## src/rtl/write_s_block_pkg.sv

```systemverilog
`default_nettype none
// ============================================================================
// Module      : write_s_block_pkg
// Description : Shared types and constants for the S-block write-back stage
//               of the IDCT datapath. It holds the write-side FSM state
//               encoding, the bus field types, and the default geometry
//               constants.
//               WS_SATURATE_EN, the clipping option, is defined and used in
//               write_s_block_pixel_clip. It is not referenced in this file.
// Revision    : 1.0 - initial release
// ============================================================================
package write_s_block_pkg;

  // Write-side FSM states. The encoding is explicit so the state register
  // reads clearly in debug dumps.
  typedef enum logic [2:0] {
    WS_IDLE = 3'd0,
    WS_LI   = 3'd1,
    WS_RUN  = 3'd2,
    WS_LO   = 3'd3,
    WS_DONE = 3'd4
  } ws_state_type;

  typedef logic [6:0]  dp_addr_t;
  typedef logic [17:0] sram_addr_t;

  localparam int WS_IMG_WIDTH  = 320;
  localparam int WS_LINE_WORDS = WS_IMG_WIDTH / 2;  // two pixels per word
  localparam int WS_S_BASE     = 64;                // S lives in upper DP-RAM half
  localparam int WS_S_SHIFT    = 16;
  localparam int WS_SRAM_BASE  = 0;

endpackage
`default_nettype wire

```

## src/rtl/write_s_block_if.sv

```systemverilog
`default_nettype none
// ============================================================================
// Module      : write_s_block_if
// Description : Bundles the start/done handshake, the DP-RAM port and the
//               SRAM write port of the S-block writer.
//   master : the sequencer side. It drives start, block coordinates and
//            DP-RAM read data.
//   slave  : write_s_block. It drives done, the DP-RAM address/write port
//            and the SRAM port.
// Revision    : 1.0 - initial release
// ============================================================================
interface write_s_block_if;
  import write_s_block_pkg::*;

  logic        WS_start;
  logic        WS_done;
  logic [4:0]  block_row;
  logic [5:0]  block_col;
  dp_addr_t    dp_address;
  logic [31:0] dp_read_data;
  logic [31:0] dp_write_data;
  logic        dp_write_enable;
  sram_addr_t  SRAM_address;
  logic [15:0] SRAM_write_data;
  logic        SRAM_we_n;

  modport master (
    output WS_start, block_row, block_col, dp_read_data,
    input  WS_done, dp_address, dp_write_data, dp_write_enable,
           SRAM_address, SRAM_write_data, SRAM_we_n
  );

  modport slave (
    input  WS_start, block_row, block_col, dp_read_data,
    output WS_done, dp_address, dp_write_data, dp_write_enable,
           SRAM_address, SRAM_write_data, SRAM_we_n
  );

endinterface
`default_nettype wire

```

## src/rtl/write_s_block_pixel_clip.sv

```systemverilog
`default_nettype none
// ============================================================================
// Module      : write_s_block_pixel_clip
// Description : Converts one signed 32-bit S value into an 8-bit pixel.
//               The value is first shifted arithmetically right by S_SHIFT.
//               Macro WS_SATURATE_EN:
//                 defined   - the pixel is clamped to 0..255
//                 undefined - the low 8 bits pass through unchanged (raw
//                             wrap), for bit-exact comparison with the
//                             software transform dump
//   i_s     in  32  signed S value
//   o_pixel out  8  pixel
// Revision    : 1.0 - initial release
// ============================================================================
module write_s_block_pixel_clip
  import write_s_block_pkg::*;
#(
  parameter int S_SHIFT = WS_S_SHIFT
) (
  input  wire logic signed [31:0] i_s,
  output logic             [7:0]  o_pixel
);

  logic signed [31:0] w_v;

  assign w_v = i_s >>> S_SHIFT;

`ifdef WS_SATURATE_EN
  always_comb begin
    if (w_v < 0)
      o_pixel = 8'h00;
    else if (w_v > 32'sd255)
      o_pixel = 8'hFF;
    else
      o_pixel = w_v[7:0];
  end
`else
  logic w_unused_hi;

  assign o_pixel     = w_v[7:0];
  assign w_unused_hi = ^w_v[31:8];
`endif

endmodule
`default_nettype wire

```

## src/rtl/write_s_block.sv

```systemverilog
`default_nettype none
// ============================================================================
// Module      : write_s_block
// Description : Drains one finished 8x8 S block from the DP-RAM and writes it
//               to SRAM as 32 words. Each word holds two pixels, even pixel
//               in the high byte.
//               The sequencer starts this block once per block.
//               Cycle 0 is the cycle in which start is accepted:
//                 - DP addresses are presented in cycles 1..64
//                 - SRAM writes occur in cycles 4,6,...,66
//                 - WS_done pulses in cycle 67
//               Macro WS_SATURATE_EN selects clamping in the pixel converter.
//               Timing is the same with or without it.
//   CLOCK_50_I in  1  clock
//   Resetn     in  1  asynchronous active-low reset
//   bus        slave modport of write_s_block_if:
//                start/done handshake, block_row/block_col,
//                DP-RAM port (read only), SRAM write port
// Revision    : 1.0 - initial release
// ============================================================================
module write_s_block
  import write_s_block_pkg::*;
#(
  parameter int S_BASE     = WS_S_BASE,
  parameter int S_SHIFT    = WS_S_SHIFT,
  parameter int SRAM_BASE  = WS_SRAM_BASE,
  parameter int LINE_WORDS = WS_LINE_WORDS
) (
  input wire logic        CLOCK_50_I,
  input wire logic        Resetn,
  write_s_block_if.slave  bus
);

  ws_state_type r_state;
  ws_state_type w_next;

  logic [5:0]  r_p;           // pixel index of the data arriving this cycle
  logic [4:0]  r_brow;
  logic [5:0]  r_bcol;
  logic [7:0]  r_even_pix;
  sram_addr_t  r_sram_addr;
  logic [15:0] r_sram_data;
  logic        r_we_n;

  dp_addr_t    w_dp_address;
  logic        w_done;
  logic [7:0]  w_pixel;
  sram_addr_t  w_line;
  sram_addr_t  w_pair_addr;

  write_s_block_pixel_clip #(
    .S_SHIFT (S_SHIFT)
  ) u_clip (
    .i_s     (bus.dp_read_data),
    .o_pixel (w_pixel)
  );

  // Pair address for the odd pixel now arriving.
  // Row index = r_p[5:3]. Word within the row = r_p[2:1].
  assign w_line      = 18'(r_brow) * 18'd8 + 18'(r_p[5:3]);
  assign w_pair_addr = 18'(SRAM_BASE) + w_line * 18'(LINE_WORDS)
                     + 18'(r_bcol) * 18'd4 + 18'(r_p[2:1]);

  always_ff @(posedge CLOCK_50_I or negedge Resetn) begin
    if (!Resetn)
      r_state <= WS_IDLE;
    else
      r_state <= w_next;
  end

  always_comb begin
    w_next       = r_state;
    w_dp_address = 7'(S_BASE);
    w_done       = 1'b0;
    case (r_state)
      WS_IDLE: if (bus.WS_start) w_next = WS_LI;
      WS_LI:   w_next = WS_RUN;
      WS_RUN: begin
        // Prefetch one address ahead of the data being consumed.
        if (r_p != 6'd63)
          w_dp_address = 7'(S_BASE) + {1'b0, r_p} + 7'd1;
        else
          w_next = WS_LO;
      end
      WS_LO:   w_next = WS_DONE;
      WS_DONE: begin
        w_done = 1'b1;
        w_next = WS_IDLE;
      end
      default: w_next = WS_IDLE;
    endcase
  end

  always_ff @(posedge CLOCK_50_I or negedge Resetn) begin
    if (!Resetn) begin
      r_p         <= 6'd0;
      r_brow      <= 5'd0;
      r_bcol      <= 6'd0;
      r_even_pix  <= 8'd0;
      r_sram_addr <= 18'd0;
      r_sram_data <= 16'd0;
      r_we_n      <= 1'b1;
    end else begin
      r_we_n <= 1'b1;
      if (r_state == WS_IDLE && bus.WS_start) begin
        r_brow <= bus.block_row;
        r_bcol <= bus.block_col;
        r_p    <= 6'd0;
      end
      if (r_state == WS_RUN) begin
        r_p <= r_p + 6'd1;
        if (!r_p[0]) begin
          r_even_pix <= w_pixel;
        end else begin
          r_sram_addr <= w_pair_addr;
          r_sram_data <= {r_even_pix, w_pixel};
          r_we_n      <= 1'b0;
        end
      end
    end
  end

  assign bus.WS_done         = w_done;
  assign bus.dp_address      = w_dp_address;
  assign bus.dp_write_data   = 32'd0;
  assign bus.dp_write_enable = 1'b0;
  assign bus.SRAM_address    = r_sram_addr;
  assign bus.SRAM_write_data = r_sram_data;
  assign bus.SRAM_we_n       = r_we_n;

endmodule
`default_nettype wire

```

## src/flat_wrapper.sv

```systemverilog
// flat-port wrapper written by rule: the top's interface ports become plain ports
module write_s_block_flat import write_s_block_pkg::*;
#(
  parameter int S_BASE     = WS_S_BASE,
  parameter int S_SHIFT    = WS_S_SHIFT,
  parameter int SRAM_BASE  = WS_SRAM_BASE,
  parameter int LINE_WORDS = WS_LINE_WORDS
)
  (CLOCK_50_I, Resetn, bus_WS_start, bus_block_row, bus_block_col, bus_dp_read_data, bus_WS_done, bus_dp_address, bus_dp_write_data, bus_dp_write_enable, bus_SRAM_address, bus_SRAM_write_data, bus_SRAM_we_n);
  write_s_block_if bus_i ();
  input wire logic CLOCK_50_I;
  input wire logic Resetn;
  input wire logic [$bits(bus_i.WS_start)-1:0] bus_WS_start;
  input wire logic [$bits(bus_i.block_row)-1:0] bus_block_row;
  input wire logic [$bits(bus_i.block_col)-1:0] bus_block_col;
  input wire logic [$bits(bus_i.dp_read_data)-1:0] bus_dp_read_data;
  output wire logic [$bits(bus_i.WS_done)-1:0] bus_WS_done;
  output wire logic [$bits(bus_i.dp_address)-1:0] bus_dp_address;
  output wire logic [$bits(bus_i.dp_write_data)-1:0] bus_dp_write_data;
  output wire logic [$bits(bus_i.dp_write_enable)-1:0] bus_dp_write_enable;
  output wire logic [$bits(bus_i.SRAM_address)-1:0] bus_SRAM_address;
  output wire logic [$bits(bus_i.SRAM_write_data)-1:0] bus_SRAM_write_data;
  output wire logic [$bits(bus_i.SRAM_we_n)-1:0] bus_SRAM_we_n;
  assign bus_i.WS_start = bus_WS_start;
  assign bus_i.block_row = bus_block_row;
  assign bus_i.block_col = bus_block_col;
  assign bus_i.dp_read_data = bus_dp_read_data;
  assign bus_WS_done = bus_i.WS_done;
  assign bus_dp_address = bus_i.dp_address;
  assign bus_dp_write_data = bus_i.dp_write_data;
  assign bus_dp_write_enable = bus_i.dp_write_enable;
  assign bus_SRAM_address = bus_i.SRAM_address;
  assign bus_SRAM_write_data = bus_i.SRAM_write_data;
  assign bus_SRAM_we_n = bus_i.SRAM_we_n;
  write_s_block #(.S_BASE(S_BASE), .S_SHIFT(S_SHIFT), .SRAM_BASE(SRAM_BASE), .LINE_WORDS(LINE_WORDS)) u_core (.CLOCK_50_I(CLOCK_50_I), .Resetn(Resetn), .bus(bus_i));
endmodule
```

## config.mk

```make
export PLATFORM = sky130hd
export DESIGN_NAME = write_s_block_flat
export DESIGN_NICKNAME = d
export VERILOG_FILES = /design/src/rtl/write_s_block_pkg.sv /design/src/rtl/write_s_block_if.sv /design/src/rtl/write_s_block_pixel_clip.sv /design/src/rtl/write_s_block.sv /design/src/flat_wrapper.sv
export SDC_FILE = /design/constraint.sdc
export NUM_CORES = 1
export LEC_CHECK = 0
export CAP_MARGIN = 15
export CORE_ASPECT_RATIO = 0.75
export CORE_UTILIZATION = 45
export DETAILED_ROUTE_END_ITERATION = 8
export PLACE_DENSITY = 0.8
export SYNTH_ARGS = -nofsm -noshare
export SYNTH_HDL_FRONTEND = slang
export SYNTH_SLANG_ARGS = --single-unit
```

## constraint.sdc

```tcl
create_clock -name CLOCK_50_I -period 2.95 [get_ports CLOCK_50_I]
set_clock_uncertainty 0.2 [all_clocks]
set_input_delay 0.295 -clock CLOCK_50_I [delete_from_list [all_inputs] [get_ports CLOCK_50_I]]
set_output_delay 0.295 -clock CLOCK_50_I [all_outputs]
set_load 0.01 [all_outputs]
```

Word-level counts from Yosys, hierarchy flattened. Cells that the tools add are included.

Memories: 0. Register bits: 63. Memory bits (read-only): 0. Output and inout bits: 76. Memory bits (writable): 0. Bits in latches: 0. Word-level logic and storage cells: 39. Input port bits: 46.

Add/sub/neg operators: 6. Equal/unequal tests: 7. Mux-type cells: 10. Shifts and indexed selects: 0. Reduce and logical (&&, ||, !) cells: 6. Bitwise operators: 1. Multipliers: 1. Magnitude comparators: 0. Divide/modulo/power cells: 0.

Operators with widths (number): adder 18 x 2 -> 18 bit (1); adder 18 x 8 -> 18 bit (1); multiplier 18 x 3 -> 13 bit, second input constant (1); 2-to-1 mux 7 bit (2); 2-to-1 mux 6 bit (2); case mux 3 bit (4 select lines) (1); adder 8 x 3 -> 9 bit (1); adder 7 x 1 -> 7 bit, second input constant (1); adder 7 x 6 -> 7 bit, first input constant (1); adder 6 x 1 -> 6 bit, second input constant (1); == test 3 x 2 -> 1 bit, second input constant (2); 2-to-1 mux 3 bit (2); != test 6 bit, second input constant (1); AND reduction 2 bit (3); != test 2 bit, second input constant (2); == test 3 x 1 -> 1 bit, second input constant (1); == test 3 bit, second input constant (1); logical NOT 3 bit (1); 2-to-1 mux 1 bit (3); nonzero test 2 bit (1); logical AND 1 bit (1); inverter 1 bit (1).

Depth between registers and ports, before layout.
Depth in word-level cells: 4. Gate-level depth with buffers: 10. Mapped depth without buffers: 10.

Cells and area by module. From an unflattened synthesis, not the netlist that was laid out.

Cells, all modules: 345. Area, all modules: 3408.3 µm².

By module, submodules not included: write_s_block (cells an instance 337, instances 1, area an instance 3348.2 µm²); write_s_block_pixel_clip (cells an instance 8, instances 1, area an instance 60.1 µm²).

Least setup slack after synthesis. No wires, ideal clock.

Path kind: register -> register. Start: register u_core.r_p[4]. End: register u_core.r_sram_addr[14], in the netlist u_core.bus.SRAM_address[14]. Cell stages (with the launch flop): 11. Required time: 2616 ps. Period minus slack after synthesis: 2712 ps. Path buffers: 0. Setup time: 134 ps. Path slack: 238 ps. Arrival: 2379 ps. Cell sequence: dfrtp_1 -> ha_1 -> ha_1 -> inv_1 -> fa_1 -> xnor2_1 -> nor2b_1 -> nand4b_1 -> nor4b_1 -> xor2_1 -> o21ai_0.

Cells in the longest elaborated chain, start to end: 4.

Ends and longest elaborated chain: from (decl) (RTL line write_s_block.sv:37) `logic [5:0] r_p;`; from (signal assigned) (RTL line write_s_block.sv:111) `r_p <= r_p + 6'd1;`; adder 8 x 3 -> 9 bit (RTL line write_s_block.sv:60) `assign w_line = 18'(r_brow) * 18'd8 + 18'(r_p[5:3]);`; multiplier 18 x 3 -> 13 bit (RTL line write_s_block.sv:61) `assign w_pair_addr = 18'(SRAM_BASE) + w_line * 18'(LINE_WORDS)`; adder 18 x 8 -> 18 bit (RTL line write_s_block.sv:62) `+ 18'(r_bcol) * 18'd4 + 18'(r_p[2:1]);`; adder 18 x 2 -> 18 bit (RTL line write_s_block.sv:62); to (signal assigned) (RTL line write_s_block.sv:115) `r_sram_addr <= w_pair_addr;`; to (decl) (RTL line write_s_block.sv:41) `sram_addr_t r_sram_addr;`.

No other way between the ends. A chain may end at the register's enable or synchronous reset.

Final worst setup path.
Start: register u_core.r_brow[0]. End: register u_core.r_sram_addr[14], in the netlist u_core.bus.SRAM_address[14].

Cells in the longest elaborated chain, start to end: 4.

Ends and longest elaborated chain: from (decl) (RTL line write_s_block.sv:38) `logic [4:0] r_brow;`; from (signal assigned) (RTL line write_s_block.sv:106) `r_brow <= bus.block_row;`; adder 8 x 3 -> 9 bit (RTL line write_s_block.sv:60); multiplier 18 x 3 -> 13 bit (RTL line write_s_block.sv:61); adder 18 x 8 -> 18 bit (RTL line write_s_block.sv:62); adder 18 x 2 -> 18 bit (RTL line write_s_block.sv:62).

No other way between the ends.

==> qor.csv <==
stage;metric;value;unit
global_route;antenna_found_initial;0;
routing;via_per_inst;4.80;
timing;whs;0.281;ns
global_route;grt-ovfl-total;0;
global_route;grt_max_degree;63;
routing;drt_wl_total;6300;um
die;num_io_pins;122;
critical_path;cp-end-kind;flop;
logic_synthesis;synth_area;3270;sq um
power_and_ir_drop;vdd.ir_drop.worst;0.538;mV
routing;drc_errors;0;
clock_tree;htree_levels;3;
logic_synthesis;synth_top_area_share;46.7;%
clock_tree;cts_tree;yes;
die;die_h;75.8;um
critical_path;crit_path_end;u_core.bus.SRAM_address[14];
final_layout;n_antenna_cell;0;
timing;post-route-min-period;2.87;ns
timing;drv_slew;0;
routing;wl_met1;2600;um
routing;final_antenna_net_count;0;
timing;finalHoldViolations;0;
die;initial_core_util;47.2;%
logic_synthesis;async_reset_ff_share;100;%
logic_synthesis;ys_types;42;
logic_synthesis;synth.ff_latch_count;62;
final_layout;fillers;585;
critical_path;rr_startpoint;u_core.r_brow[0];
clock_tree;clock_path_buffers;2;
critical_path;startpoint;u_core.r_brow[0];
timing;max_freq;348;MHz
critical_path;r2r_setup_slack;0.08;ns
power_and_ir_drop;power.density;1090;nW/um^2
logic_synthesis;synth_ff_type;dfrtp_1;
logic_synthesis;synth_warnings;0;
timing;relSlewSlack;49.9;%
timing;fin_crit_sh;97.4;%
routing;dr_total_vias;2231;
global_route;grt_pass1_wl;10300;um
logic_synthesis;synth_area_leader_cell;dfrtp_1;
global_route;track_usage;18.0;%
power_and_ir_drop;p_total;4.51;mW
critical_path;rr_endpoint;u_core.bus.SRAM_address[14];
worst_hold_path;hp-class;reg -> reg;
final_layout;drive_gt1_share;21.8;%
routing;wl_per_cell;13.5;um
routing;first_pass_iters;4;
placement;portBuffers;62;
logic_synthesis;synth_top_cells_by_area;dfrtp_1, mux2_2, buf_4;
global_route;grt_pass1_vias;2215;
placement;dp_slack;-0.00800;ns
routing;met2_length;3100;um
critical_path;crit_required;2.95;ns
routing;maxUsedRoutingLayer;met4;
critical_path;start_kind;flop;
final_layout;synthToLayoutAreaGrowth;26.3;%
logic_synthesis;synth_area_per_cell;11.3;sq um
final_layout;layout_common_cells;clkdlybuf4s50_1, dfrtp_1, mux2_2, conb_1;
run_status;status;finished clean;
final_layout;seq_area;1550;sq um
die;dieArea;7620;sq um
clock_tree;clk_latency;0.34;ns
clock_tree;root_buffer;clkbuf_8;
clock_tree;cts_buffers;9;
clock_tree;cts.sinks;62;
final_layout;multi_input_area;1540;sq um
routing;wl_met3;551;um
timing;rsz0062_at_grt;true;
placement;hpwl;4530;um
logic_synthesis;synthCells;289;
timing;worstMarginPinSlew;0.752;ns
die;rows;26;
critical_path;r2r_cells;10;
clock_tree;clkTransAtPathRegs;0.07;ns
placement;finalWeightedCongestion;0.809;
timing;setup_viol;0;
power_and_ir_drop;p_leak;1.86;nW
die;core;6930;sq um
critical_path;setup.worst_path.class;reg -> reg;
die;fp.dieW;100;um
logic_synthesis;yosysSeqAreaShare;47.5;%
logic_synthesis;synth_edf_count;0;
critical_path;cp_max_fo;3;
timing;layout_setup_ws;0.0761;ns
critical_path;arrival;2.88;ns
routing;drt-initial-drc-count;75;
flow_run;max_cap_violations;0;
final_layout;nets;426;
-- Yosys cell counts (3+ instances only) --
| cell | count |
|---|---|
| a21oi_1 | 5 |
| inv_1 | 8 |
| dfrtp_1 | 61 |
| xor2_1 | 3 |
| ha_1 | 16 |
| xnor2_1 | 11 |
| nor3_1 | 3 |
| nand2_1 | 21 |
| buf_4 | 35 |
| o21ai_0 | 22 |
| nor2_1 | 14 |
| o31ai_1 | 3 |
| buf_2 | 5 |
| nor2b_1 | 4 |
| nand3_1 | 5 |
| mux2_2 | 40 |
-- registers in the layout (all words and copies together) (netlist names) --
name / flops
u_core.r_p: 6
u_core.r_even_pix: 8
u_core.r_bcol: 6
u_core.bus.SRAM_address: 17
u_core.bus.SRAM_we_n: 1
u_core.r_state: 3
u_core.r_brow: 5
u_core.bus.SRAM_write_data: 16
-- worst max-delay path: stages, from the launching register on --
cell	delay (ns)
dfrtp_1	0.41
ha_1	0.30
ha_1	0.20
inv_1	0.07
fa_2	0.39
xnor2_2	0.19
nor2b_4	0.19
nand4b_1	0.17
nor4b_2	0.36
xor2_1	0.17
o21ai_0	0.09
-- routing by layer --
layer	track usage, %	up-vias
li1	-	1066
met1	20.9	1083
met2	29.5	78
met3	9.45	4
met4	4.83	0
met5	0	-
-- through the flow --
step                cell area, sq um  cells  TNS (ns)  utilization, %
global placement                3880    447         0            56.0
global route                    4130    465   -0.0720            59.6
CTS                             4090    464         0            59.1
floorplan                       3390    322         0               -
detailed placement              3880    447  -0.00800            56.0
finish                          4130    465         0            59.6
-- report_power, final --
group	switching [mW]	total, mW	internal, mW
clock network	0.349	0.741	0.392
registers	0.249	1.49	1.24
logic	1.01	2.28	1.27
-- cells by family (layout without fill, tap and decap cells) --
| family | after synthesis | count (layout) | synth area share, % |
|---|---|---|---|
| compound gates | 37 | 37 | 6.66 |
| buf+inv | 50 | 95 | 10.3 |
| fa+ha+maj | 18 | 18 | 7.35 |
| other cells | 2 | 35 | 0.230 |
| flops | 62 | 62 | 47.5 |
| simple gates | 66 | 66 | 10.5 |
| mux | 40 | 40 | 13.8 |
| xor+xnor | 14 | 14 | 3.75 |
-- worst min path at each step --
stage | from | end | slack, ns | cells past startpoint
after CTS | u_core.bus.SRAM_address[11] | u_core.bus.SRAM_address[11] | 0.29 | 2
after floorplan | Resetn | u_core.bus.SRAM_address[0] | -0.20 | 0
after global routing | bus_block_row[4] | u_core.r_brow[4] | 0.32 | 3
after detailed placement | u_core.bus.SRAM_address[11] | u_core.bus.SRAM_address[11] | 0.27 | 2
final | u_core.bus.SRAM_address[10] | u_core.bus.SRAM_address[10] | 0.28 | 2
after global placement | u_core.bus.SRAM_address[6] | u_core.bus.SRAM_address[6] | 0.26 | 2
-- final cells by class --
type,count,area share (%)
inverters,8,0.727
clock inverters,7,1.79
flip-flops and latches,62,37.6
multi-input cells,210,37.3
repair buffers,71,16.6
clock buffers,9,3.00
well taps,98,2.97
-- timing repair --
| item | 4_1_cts | 5_1_grt |
|---|---|---|
| endpoints found under the setup margin | 1 | 6 |
| hold buffers | 1 | 0 |
| pin swaps | 0 | 3 |
| hold endpoints to repair | 61 | 0 |
| resized for setup | 1 | 7 |
| buffers inserted | 0 | 1 |
| cloned | 0 | 0 |
(Power assumes the default switching activity.)
